--- config.mk ---
export PLATFORM = sky130hd
export DESIGN_NAME = wishbone_arbiter_2m
export DESIGN_NICKNAME = d
export VERILOG_FILES = /design/src/rtl/wishbone_arbiter_2m.sv
export SDC_FILE = /design/constraint.sdc
export NUM_CORES = 1
export LEC_CHECK = 0
export BUFFER_PORTS_ARGS = -buffer_cell sky130_fd_sc_hd__buf_2
export CORE_AREA = 3 3 117 119
export CTS_CLUSTER_SIZE = 10
export DETAILED_ROUTE_END_ITERATION = 6
export DIE_AREA = 0 0 120 122
export SLEW_MARGIN = 20
export SYNTH_ARGS = -nofsm -noshare
export SYNTH_HDL_FRONTEND = slang
export SYNTH_SLANG_ARGS = --single-unit
export TNS_END_PERCENT = 50
--- constraint.sdc ---
create_clock -name clk_i -period 2.6 [get_ports clk_i]
set_clock_uncertainty 0.2 [all_clocks]
set_input_delay 0.39 -clock clk_i [delete_from_list [all_inputs] [get_ports clk_i]]
set_output_delay 0.39 -clock clk_i [all_outputs]
set_load 0.03 [all_outputs]
--- src/rtl/wishbone_arbiter_2m.sv ---
// Two-master Wishbone arbiter with round-robin tie-break, block-transfer hold
// and slave-ack timeout that reports a bus error to the owning master.
module wishbone_arbiter_2m #(
  parameter int unsigned TIMEOUT = 255,
  parameter int unsigned CNT_W   = 8
) (
  input  logic        clk_i,
  input  logic        rst_i,
  input  logic [31:0] m0_addr_i,
  input  logic        m0_we_i,
  input  logic [31:0] m0_data_i,
  input  logic        m0_cyc_i,
  input  logic        m0_stb_i,
  output logic [31:0] m0_data_o,
  output logic        m0_ack_o,
  output logic        m0_err_o,
  input  logic [31:0] m1_addr_i,
  input  logic        m1_we_i,
  input  logic [31:0] m1_data_i,
  input  logic        m1_cyc_i,
  input  logic        m1_stb_i,
  output logic [31:0] m1_data_o,
  output logic        m1_ack_o,
  output logic        m1_err_o,
  output logic [31:0] s_addr_o,
  output logic        s_we_o,
  output logic [31:0] s_data_o,
  output logic        s_cyc_o,
  output logic        s_stb_o,
  input  logic [31:0] s_data_i,
  input  logic        s_ack_i,
  output logic [1:0]  grant_o
);

  typedef enum logic [1:0] {IDLE, BUSY, ERR} state_e;

  state_e             state_q, state_d;
  logic               owner_q, owner_d;
  logic               last_owner_q, last_owner_d;
  logic [CNT_W-1:0]   tmo_cnt_q, tmo_cnt_d;

  logic               req0, req1, own_cyc, own_stb;
  logic [CNT_W:0]     cnt_inc;
  logic               tmo_hit;

  assign req0    = m0_cyc_i & m0_stb_i;
  assign req1    = m1_cyc_i & m1_stb_i;
  assign own_cyc = owner_q ? m1_cyc_i : m0_cyc_i;
  assign own_stb = owner_q ? m1_stb_i : m0_stb_i;
  // One extra bit so the saturating compare never sees a wrapped value.
  assign cnt_inc = {1'b0, tmo_cnt_q} + (CNT_W+1)'(1);
  assign tmo_hit = cnt_inc >= (CNT_W+1)'(TIMEOUT);

  always_ff @(posedge clk_i) begin
    if (rst_i) begin
      state_q      <= IDLE;
      owner_q      <= 1'b0;
      last_owner_q <= 1'b1;
      tmo_cnt_q    <= '0;
    end else begin
      state_q      <= state_d;
      owner_q      <= owner_d;
      last_owner_q <= last_owner_d;
      tmo_cnt_q    <= tmo_cnt_d;
    end
  end

  always_comb begin
    state_d      = state_q;
    owner_d      = owner_q;
    last_owner_d = last_owner_q;
    tmo_cnt_d    = tmo_cnt_q;
    unique case (state_q)
      IDLE: begin
        if (req0 || req1) begin
          state_d   = BUSY;
          tmo_cnt_d = '0;
          if (req0 && req1) owner_d = ~last_owner_q;
          else              owner_d = req1;
        end
      end
      BUSY: begin
        if (!own_cyc) begin
          state_d      = IDLE;
          last_owner_d = owner_q;
        end else if (!own_stb || s_ack_i) begin
          tmo_cnt_d = '0;
        end else if (tmo_hit) begin
          state_d   = ERR;
          tmo_cnt_d = CNT_W'(TIMEOUT);
        end else begin
          tmo_cnt_d = cnt_inc[CNT_W-1:0];
        end
      end
      ERR: begin
        if (!own_cyc) begin
          state_d      = IDLE;
          last_owner_d = owner_q;
        end
      end
      default: state_d = IDLE;
    endcase
  end

  // Bus steering: owner's lines pass straight through only while BUSY.
  always_comb begin
    s_addr_o  = '0;
    s_we_o    = 1'b0;
    s_data_o  = '0;
    s_cyc_o   = 1'b0;
    s_stb_o   = 1'b0;
    grant_o   = 2'b00;
    m0_data_o = '0;
    m1_data_o = '0;
    m0_ack_o  = 1'b0;
    m1_ack_o  = 1'b0;
    m0_err_o  = 1'b0;
    m1_err_o  = 1'b0;
    unique case (state_q)
      BUSY: begin
        grant_o  = owner_q ? 2'b10 : 2'b01;
        s_addr_o = owner_q ? m1_addr_i : m0_addr_i;
        s_we_o   = owner_q ? m1_we_i   : m0_we_i;
        s_data_o = owner_q ? m1_data_i : m0_data_i;
        s_cyc_o  = own_cyc;
        s_stb_o  = own_stb;
        if (owner_q) begin
          m1_ack_o  = s_ack_i & own_cyc;
          m1_data_o = s_data_i;
        end else begin
          m0_ack_o  = s_ack_i & own_cyc;
          m0_data_o = s_data_i;
        end
      end
      ERR: begin
        grant_o  = owner_q ? 2'b10 : 2'b01;
        m0_err_o = ~owner_q;
        m1_err_o = owner_q;
      end
      default: ;
    endcase
  end

endmodule

; ---- After elaboration in Yosys (flattened, before gate mapping)
; Cells that the tools add are included.
[classes]
addsub = 1
n_lt_le_gt_ge = 1
eq_ne = 7
n_mux = 34
bitwise = 6
n_reduce_logical = 11
[ops]
columns = op, count
row1 = 32-bit two-way mux, 8
row2 = 8-bit two-way mux, 4
row3 = 8-bit case mux with 2 select lines, 1
row4 = 2-bit two-way mux, 7
row5 = 1-bit two-way mux, 13
row6 = 8-bit by 1-bit adder with 9-bit output (second input constant), 1
row7 = 9-bit by 8-bit greater-or-equal comparator with 1-bit output (second input constant), 1
row8 = 2-bit != test (second input constant), 3
row9 = 3-bit != test (second input constant), 2
row10 = 2-bit case mux with 3 select lines, 1
row11 = 2-bit AND reduction, 2
row12 = 4-bit AND reduction, 1
row13 = 1-bit AND, 3
row14 = 1-bit inverter, 3
row15 = 3-bit AND reduction, 1
row16 = 2-bit by 1-bit == test with 1-bit output (second input constant), 1
row17 = 2-bit == test (second input constant), 1
row18 = 2-bit zero test, 1
row19 = 1-bit logical OR, 2
row20 = 2-bit nonzero test, 1
row21 = 2-bit OR reduction, 1
row22 = 1-bit logical AND, 1
row23 = 1-bit zero test, 1
[totals]
register_bits = 12
in_bits = 169
wordCells = 64

; ---- Depth between registers and ports, before layout
[depth]
word_depth = 6
depth_mapped = 7
mapped_depth_nobuf = 7

; ---- Worst setup path after synthesis
; No wires, ideal clock.
[synth_timing]
kind = reg-to-output
start = register state_q[1]
end = output s_addr_o[31]
arrival_time_ps = 1547
t_required_ps = 2010
setup_slack_ps = 463
stages_incl_launch_ff = 6
n_path_buf = 2
cell_sequence = dfxtp_1 inv_1 ha_1 clkbuf_1 clkbuf_1 nor2b_1
[synth_between]
elab_chain_cells = 2
[synth_rtl]
columns = element, line
row1 = "start, declared", 37  ; state_e state_q, state_d;
row2 = "start signal, assigned", 61  ; state_q <= state_d;
row3 = 2-bit by 1-bit == test with 1-bit output, 119  ; unique case (state_q)
row4 = 32-bit two-way mux, 119
row5 = "end, declared", 25  ; output logic [31:0] s_addr_o,
; No other way between the ends.

; ---- Worst setup path in the final report
[layout_timing]
start = register state_q[1]
end = output s_addr_o[19]
; Same word-level chain as after synthesis.

==> flow_summary.rst <==
.. list-table::
   :header-rows: 1

   * - Metric
     - Value
   * - NumNets Final
     - around 800
   * - Number of buffers on the longest clock path
     - 2
   * - DRC viols
     - 0
   * - Number of global-route vias before repair
     - approximately 3000
   * - Placed standard-cell area
     - 4154 um^2
   * - Antenna violations before repair
     - 0
   * - Synthesized cell area
     - around 2400 um^2
   * - GR Util All Layers
     - between 10 and 15%
   * - Number of I/O pins
     - about 300
   * - Arrival time reported for the critical path endpoint
     - between 1500 and 2000 ps
   * - Post-synth EDFFs
     - 0
   * - Input/output buffers
     - ~310
   * - Ratio of final minimum period to clock period
     - between 80% and 90%
   * - PwrDens
     - 496.9 nW/um^2
   * - Number of hold-slack violations in the final timing report
     - 0
   * - Number of detailed-routing iterations run before antenna repair
     - 4
   * - Site row count
     - 41
   * - Proportion of register bits with asynchronous set or reset after synthesis
     - 0%
   * - Maximum number of pins on one net before global-route repair
     - 64
   * - Yosys Warn Count
     - 0
   * - Commonest register cell after synthesis
     - dfxtp_1
   * - Number of violations reported at the end of detailed-routing iteration 0
     - about 200
   * - Outcome
     - finished clean
   * - Layout overhead on the synthesized area
     - 73.13%
   * - Biggest cell delay along the critical path
     - slightly above 400 ps
   * - Total of flip-flops plus latches after synthesis
     - 12
   * - Max IR drop VDD
     - around 0.27 mV
   * - Static Leakage
     - ~2.4 nW
   * - Kind of end point of the critical path
     - output port
   * - Area fraction of the dominant cell type after synthesis
     - between 20 and 30%
   * - Post-CTS Repair Setup Buffers
     - 0
   * - Via total after detailed routing
     - roughly 3300
   * - Setup repair after global routing missed its margin
     - no
   * - Final critical path time including I/O delays and setup
     - approximately 2300 ps
   * - CTS root buf
     - clkbuf_16
   * - Pins over their slew limit
     - 0
   * - Max Freq
     - between 400 and 500 MHz
   * - List of cells traversed by the critical path
     - inv_1 > ha_2 > buf_4 > nor2b_1 > buf_2
   * - Proportion of synthesized chip area in sequential cells
     - 9.826%
   * - Remaining global-route overflow
     - 0
   * - Number of buffers created by CTS
     - 3
   * - Max-Slew Margin vs Limit
     - roughly 62%
   * - Fraction of layout instances using a drive strength above 1
     - 51.85%
   * - HP Class
     - input pin to flop
   * - Final weighted congestion in routability-driven placement
     - between 0.8 and 0.9
   * - Setup Total Neg Slack
     - 0 ps
   * - # H-tree levels
     - 1
   * - R2R Setup Slk
     - between 400 and 500 ps
   * - Maximum fanout along the worst path
     - 63
   * - Number of nets with antenna violations after detailed routing
     - 0
   * - Clock transition at the registers of the reported paths
     - 40 ps
   * - Classification of the worst setup path
     - flop to output port
   * - Vias per inst
     - approximately 4.2
   * - Number of antenna repair diodes
     - 0
   * - Max stage delay cell, worst path
     - buf_4
   * - Effective utilization at floorplan
     - ~19%
   * - Nature of the critical path startpoint
     - flop
   * - HPWL reported at the end of detailed placement
     - about 9500 um
   * - Per-instance average area after synthesis
     - approximately 7.4 um^2
   * - Final design utilization
     - between 30% and 40%
   * - X dimension of the die
     - 120 um
   * - Post-Synthesis Net Count
     - around 500
   * - Ranking of synthesized cells by area
     - mux2i_1, nor2b_1, dfxtp_1
   * - Sink Count
     - 12
   * - Top cells by instance count after synthesis
     - nor2b_1, mux2i_1, and2_1, and3_1, clkbuf_1
   * - Data required time at the worst endpoint
     - between 2000 and 2500 ps
   * - Total of endpoints with negative setup slack in the final report
     - 0
   * - Cell with the most instances after synthesis
     - nor2b_1
   * - Synthesized instance count
     - roughly 330
   * - Wire length after detailed routing
     - between 10000 and 15000 um
   * - Post-route cell area
     - 4233 um^2
   * - Cell accounting for the most synthesized area
     - mux2i_1
   * - Skew-Pair Late Insertion Delay
     - around 240 ps
   * - Slew at the pin closest to its max-slew limit
     - about 560 ps
   * - Average wire length per cell after detail routing
     - roughly 14 um
   * - Post-CTS Hold Buffers
     - 0
   * - Distinct cells, synth
     - 37
   * - Clock tree from TritonCTS
     - yes
   * - Vert. Die Dim
     - around 120 um
   * - Area of the core region
     - approximately 13000 um^2
   * - Total power draw
     - around 2.1 mW
   * - Max-Cap Viols
     - 0
   * - Count of cells resized by post-cts repair
     - 0
   * - Floorplan die area
     - about 15000 um^2
   * - First-pass GRT wire length
     - approximately 17000 um
## through the flow
stage | instances | hold WS (ps) | setup WS [ps]
after global placement | 789 | 297.4 | 495.9
after floorplan | 331 | 268.6 | 462.7
after detailed placement | 789 | 313.3 | 496.4
after CTS | 793 | 232.2 | 299.2
after global routing | 793 | 266.8 | 189.3
final | 793 | 248.6 | 288.1
## final cells by class
cell class	count	area (um^2)
fill	1365	8438
clock buffer	4	78.83
tap	172	215.2
multi-input combinational	283	2062
timing repair buffer	313	1599
sequential	12	244.0
inverter	9	33.78
## power by group
| part | leakage, nW | switching (mW) | internal [mW] |
|---|---|---|---|
| Clock | 0.0382 | 0.0840 | 0.207 |
| Combinational | 2.24 | 1.03 | 0.565 |
| Sequential | 0.0980 | 0.0181 | 0.196 |
| Total | 2.38 | 1.14 | 0.968 |
## final timing paths
check,from,end,depth (start not counted)
max reg2reg,tmo_cnt_q[0]$_SDFFE_PP0P_,state_q[0]$_SDFFE_PP0P_,7
min reg2reg,state_q[0]$_SDFFE_PP0P_,state_q[0]$_SDFFE_PP0P_,2
max,state_q[1]$_SDFFE_PP0P_,s_addr_o[19],5
min,m1_stb_i,owner_q$_SDFFE_PP0P_,3
## layout by cell type, fill, tap and decap left out, types with 2 or more instances in the layout
cell type	instances
ha_1	4
and2_1	34
clkbuf_16	3
nor2b_1	72
nand2b_1	4
o2bb2ai_1	2
nor3_1	3
o21a_1	2
nor2_1	7
o32ai_1	3
buf_4	7
a21oi_1	12
mux2i_1	67
buf_2	305
a31oi_1	4
nand2_1	8
dfxtp_1	11
nand4_1	2
inv_1	9
and3_1	34
a22oi_1	3
nand3_1	5
## critical path: cells and delay by family, from the launching register on
kind / cells / cell delay, ps
buffers and inverters: 3 / 710
DFF: 1 / 320
and+or+nand+nor: 1 / 240
adders and majority gates: 1 / 180
## routing by layer
layer	wire length (um)	GRT usage (%)	vias up
met3	943	2.507	17
met2	5503	22.83	141
li1	-	-	1724
met1	4846	18.60	1428
met4	205	3.794	0
met5	0	0	-
## flip-flops by register name, indices dropped and copies added, names as in the netlist
name and cells:
last_owner_q 1, owner_q 1, state_q 2, tmo_cnt_q 8
## cell families after synthesis
group           share of synthesized area, %
buf+inv                                5.937
xor+xnor                              0.7166
fa+ha+maj                              2.559
compound gates                         9.673
simple gates                           43.30
flops                                  9.826
mux                                    27.99
Note: power is estimated with default switching activity, not from simulation.
